### src/rtl/vx_lane_serializer_pkg.sv
// Shared definitions for the lane serializer: lane-index width helper,
// default lane index type and performance counter width.
package vx_lane_serializer_pkg;

  // Width of a lane index: ceil(log2(n)), never less than 1.
  function automatic int unsigned lane_w(input int unsigned n);
    int unsigned w;
    w = 1;
    while ((32'd1 << w) < n) begin
      w++;
    end
    return w;
  endfunction

  localparam int unsigned DEFAULT_NUM_LANES = 4;
  localparam int unsigned DEFAULT_LANEW     = lane_w(DEFAULT_NUM_LANES);

  typedef logic [DEFAULT_LANEW-1:0] lane_idx_t;

  localparam int unsigned PERF_W = 32;

  typedef enum logic {
    S_IDLE = 1'b0,
    S_BUSY = 1'b1
  } ser_state_t;

endpackage

### src/rtl/vx_lane_find_first.sv
// Combinational lowest-set-bit encoder: index of the lowest set bit of
// i_bits plus a flag saying whether any bit is set.
module vx_lane_find_first
  import vx_lane_serializer_pkg::*;
#(
  parameter int unsigned N    = 4,
  parameter int unsigned IDXW = lane_w(N)
) (
  input  logic [N-1:0]    i_bits,
  output logic [IDXW-1:0] o_index,
  output logic            o_valid
);

  // Scan from the top down so the lowest set bit is the one left standing.
  always_comb begin
    o_index = '0;
    o_valid = 1'b0;
    for (int unsigned i = N; i > 0; i--) begin
      if (i_bits[i-1]) begin
        o_index = IDXW'(i - 1);
        o_valid = 1'b1;
      end
    end
  end

endmodule

### src/rtl/vx_lane_serializer.sv
// Lane serializer: accepts one multi-lane word with a lane-valid mask and
// emits the active lanes one per cycle, lowest index first, on a narrow
// valid/ready stream. Back-to-back words are accepted on the last-lane fire.
// Optional macro VX_LANE_SERIALIZER_PERF_EN adds stall and word counters.
module vx_lane_serializer
  import vx_lane_serializer_pkg::*;
#(
  parameter  int unsigned NUM_LANES = 4,
  parameter  int unsigned DATAW     = 32,
  localparam int unsigned LANEW     = lane_w(NUM_LANES)
) (
  input  logic                       clk,
  input  logic                       reset,
  input  logic                       valid_in,
  output logic                       ready_in,
  input  logic [NUM_LANES*DATAW-1:0] data_in,
  input  logic [NUM_LANES-1:0]       mask_in,
  output logic                       valid_out,
  input  logic                       ready_out,
  output logic [DATAW-1:0]           data_out,
  output logic [LANEW-1:0]           lane_out,
  output logic                       last_out
`ifdef VX_LANE_SERIALIZER_PERF_EN
  ,
  output logic [PERF_W-1:0]          perf_stall_cycles,
  output logic [PERF_W-1:0]          perf_words
`endif
);

  ser_state_t                 r_state;
  logic [NUM_LANES*DATAW-1:0] r_data;
  logic [NUM_LANES-1:0]       r_rem;

  logic [LANEW-1:0]           w_cur;
  logic                       w_cur_valid;
  logic [NUM_LANES-1:0]       w_rem_rest;
  logic                       w_fire;
  logic                       w_accept;
  logic                       w_load;

  vx_lane_find_first #(
    .N    (NUM_LANES),
    .IDXW (LANEW)
  ) u_find_first (
    .i_bits  (r_rem),
    .o_index (w_cur),
    .o_valid (w_cur_valid)
  );

  // Handshake and current-lane decode; rem_r is never zero while busy.
  always_comb begin
    w_rem_rest = r_rem & (r_rem - 1'b1);
    last_out   = (w_rem_rest == '0);
    lane_out   = w_cur;
    valid_out  = (r_state == S_BUSY) && w_cur_valid;
    w_fire     = valid_out && ready_out;
    ready_in   = (r_state == S_IDLE) || (w_fire && last_out);
    w_accept   = valid_in && ready_in;
    w_load     = w_accept && (mask_in != '0);
  end

  // Select the data of the current lane.
  always_comb begin
    data_out = '0;
    for (int unsigned i = 0; i < NUM_LANES; i++) begin
      if (w_cur == LANEW'(i)) begin
        data_out = r_data[i*DATAW +: DATAW];
      end
    end
  end

  // Word buffer: loaded on a non-empty accept only, deliberately not reset.
  always_ff @(posedge clk) begin
    if (w_load) begin
      r_data <= data_in;
    end
  end

  // Control FSM: a non-empty accept wins over the last-lane fire so the
  // next word follows without a bubble; a zero-mask word just drops.
  always_ff @(posedge clk) begin
    if (reset) begin
      r_state <= S_IDLE;
      r_rem   <= '0;
    end else if (w_load) begin
      r_state <= S_BUSY;
      r_rem   <= mask_in;
    end else if (w_fire) begin
      r_rem <= w_rem_rest;
      if (last_out) begin
        r_state <= S_IDLE;
      end
    end
  end

`ifdef VX_LANE_SERIALIZER_PERF_EN
  logic [PERF_W-1:0] r_perf_stall;
  logic [PERF_W-1:0] r_perf_words;

  // Stall-cycle and accepted-word counters, wrapping modulo 2^32.
  always_ff @(posedge clk) begin
    if (reset) begin
      r_perf_stall <= '0;
      r_perf_words <= '0;
    end else begin
      if (valid_out && !ready_out) begin
        r_perf_stall <= r_perf_stall + 1'b1;
      end
      if (w_accept) begin
        r_perf_words <= r_perf_words + 1'b1;
      end
    end
  end

  assign perf_stall_cycles = r_perf_stall;
  assign perf_words        = r_perf_words;
`endif

endmodule

### config.mk
export PLATFORM = sky130hd
export DESIGN_NAME = vx_lane_serializer
export DESIGN_NICKNAME = d
export VERILOG_FILES = /design/src/rtl/vx_lane_serializer_pkg.sv /design/src/rtl/vx_lane_find_first.sv /design/src/rtl/vx_lane_serializer.sv
export SDC_FILE = /design/constraint.sdc
export NUM_CORES = 1
export LEC_CHECK = 0
export ABC_AREA = 1
export BUFFER_PORTS_ARGS = -buffer_cell sky130_fd_sc_hd__buf_2
export CAP_MARGIN = 30
export CORE_UTILIZATION = 54
export DETAILED_ROUTE_END_ITERATION = 6
export GPL_TIMING_DRIVEN = 0
export PLACE_DENSITY = 0.93
export SYNTH_ARGS = -nofsm -noshare
export SYNTH_HDL_FRONTEND = slang
export SYNTH_SLANG_ARGS = --single-unit
### constraint.sdc
create_clock -name clk -period 8.2 [get_ports clk]
set_input_delay 0.82 -clock clk [delete_from_list [all_inputs] [get_ports clk]]
set_output_delay 0.82 -clock clk [all_outputs]
set_load 0.02 [all_outputs]
==> results.cfg <==
[timing]
period_minus_slack_ps = 3170
worst_slew_pin_slew_ps = 570
rsz0062_at_grt = no
hold_slack_ps = 470
finalHoldViolCount = 0
setup_tns_ps = 0
max_slew_margin_pct = 62.0
max_freq_mhz = 315
timing.final.max_slew_violations = 0
setup_viol = 0
period_share_pct = 38.7
clock_skew_ps = 10.5

[clock_network]
cts_tree = built
numCtsBuffers = 17
cts_hold_buf = 0
cts_sinks = 133
clk_pin_slew_ps = 70
clock_latency_ps = 520
cts_resized = 0
postCtsSetupBuffers = 0
cts_buffer_depth = 2
cts_max_level = 4
cts-root-buf = clkbuf_8

[floorplanning]
ios = 173
dieArea_um2 = 9730
fp.dieW_um = 98.7
start_util_pct = 56.7
num_rows = 34
core_region_area_um2 = 8890
die_y_um = 98.7

[routing]
drc_errors = 0
wl_per_cell_um = 17.6
drt_iter0_drc = 235
firstDrtPassIters = 4
drtAntennaViolNets = 0
routed_wirelength_um = 11900
vias = 3568
viasPerCell = 5.26

[logic_synthesis]
yosysTopAreaCell = edfxtp_1
synth-simple-area-share_pct = 17.7
yosysWarnings = 0
synthCells = 366
synth_top_family_by_area = simple AND/OR/NAND/NOR gates
ys_types = 25
synth_edf_count = 128
synth_fa_ha_area_share_pct = 0
syn_area_per_cell_um2 = 13.8
async_reset_ff_share_pct = 0
synth_fp_nets = 502
synth_compound_area_share_pct = 1.26
synth_xor_area_share_pct = 0
synth_area_um2 = 5040
synth_top_area_share_pct = 76.2
ys_ff_latch = 133
synth_mux_area_share_pct = 0
yosys-top-cells-area = edfxtp_1, nand2_1, nand4_1, dfxtp_1, nand3_1
yosysSeqAreaShare_pct = 78.2
ys.flop_type = edfxtp_1

[place]
routabilityCongestion = 0.905
numPortBuffers = 172
dp_hpwl_um = 7840

[worst_setup_path]
crit_fanout = 10
cp-start-kind = register
required_ps = 7380
critPathKind = reg2out
ff2ff_path_depth = 9
endpoint_kind = primary output
critical_path_arrival_ps = 2350

[finish]
final_common_cell = buf_2
nets = 694
diodes = 0
regArea_um2 = 3940
area_delta_synth_final_pct = 31.8
final_cell_mix = buf_2, nand2_1, edfxtp_1, nand4_1, clkbuf_16
fillers = 550
multi_input_area_um2 = 956
drive_gt1_share_pct = 41.4

[hold_path]
holdCritPathClass = in2reg
hold_path_depth = 1

[power]
p_leak_nw = 2.74
peakVddDrop_uv = 229
p_per_area_nw_per_um2 = 276

[status]
outcome = finished, final reports clean

[grt]
grt_pass1_vias = 3684
grt_pass1_wl_um = 18100
grtUsageTotal_pct = 25.7
grt_overflow = 0
antenna_found_initial = 0
grt_max_degree = 101

[job]
drv_cap = 0
==> synthesized netlist by cell type, types with 2 or more instances <==
cell	number
edfxtp_1	128
nand2_2	6
clkbuf_1	2
nand2_1	138
a21oi_1	4
nand4_1	32
inv_1	10
nor2_1	2
buf_6	3
buf_2	4
buf_4	3
dfxtp_1	5
nand3_1	9
nor2_2	3
nor2_4	2
a21oi_2	2
inv_2	5
==> routing by layer <==
layer  wire length, µm  part of all wire, %  vias up  global-route usage [%]
met4               362                  3.0        0                    13.7
met2              6360                   53      192                    46.0
li1                  -                    -     1686                       -
met1              4410                   37     1659                    28.3
met3               783                  6.6       31                    6.52
met5                 0                    0        -                       0
==> through the flow <==
step | power (mW) | setup slack, ps | utilization, % | cell area (µm²) | std cells
6_report | 1.84 | 5030 | 74.8 | 6650 | 678
5_1_grt | 1.90 | 4840 | 74.8 | 6650 | 678
4_1_cts | 1.85 | 4970 | 74.8 | 6650 | 678
3_5_place_dp | 1.11 | 5610 | 68.3 | 6070 | 647
3_3_place_gp | 1.10 | 4360 | 67.9 | 6040 | 646
2_1_floorplan | 0.995 | 4940 | - | 5040 | 366
==> cell families (layout without fill, tap and decap cells) <==
| kind of cell | count (synthesis) | after routing |
|---|---|---|
| flops | 133 | 133 |
| simple gates | 196 | 196 |
| buf+inv | 28 | 232 |
| compound gates | 9 | 9 |
==> cell type report <==
cell class,count,area share (%)
Buffer,12,1.26
Inverter,16,0.978
Clock buffer,17,6.23
Multi-Input combinational cell,205,14.4
Timing Repair Buffer,173,13.4
Sequential cell,133,59.3
Clock inverter,14,2.48
Tap cell,108,2.03
==> worst max-delay path, stage by stage, from the launching register on <==
cell	delay [ps]
dfxtp_1	370
nor2_2	230
inv_2	70
nor2_2	190
clkbuf_1	480
nand2_1	160
nand4_1	140
buf_2	190
==> final timing paths <==
path / slack, ps / end / from
worst max-delay path: 5030 / data_out[14] / r_rem[0]
worst min-delay path: 470 / r_data[77] / data_in[77]
worst max register to register: 5940 / r_data[26] / r_rem[0]
worst min register to register: 550 / r_rem[3] / r_rem[3]
==> flip-flops by register name, indices dropped and copies added, names as in the netlist <==
name and cells:
r_data 128, r_rem 4, r_state 1
==> power by group <==
part	leakage, nW	internal, mW	switching [mW]
combinational	1.20	0.0937	0.183
sequential	1.26	0.805	0.0163
clock	0.272	0.440	0.300
No activity file was read; power rests on OpenSTA's default activity.
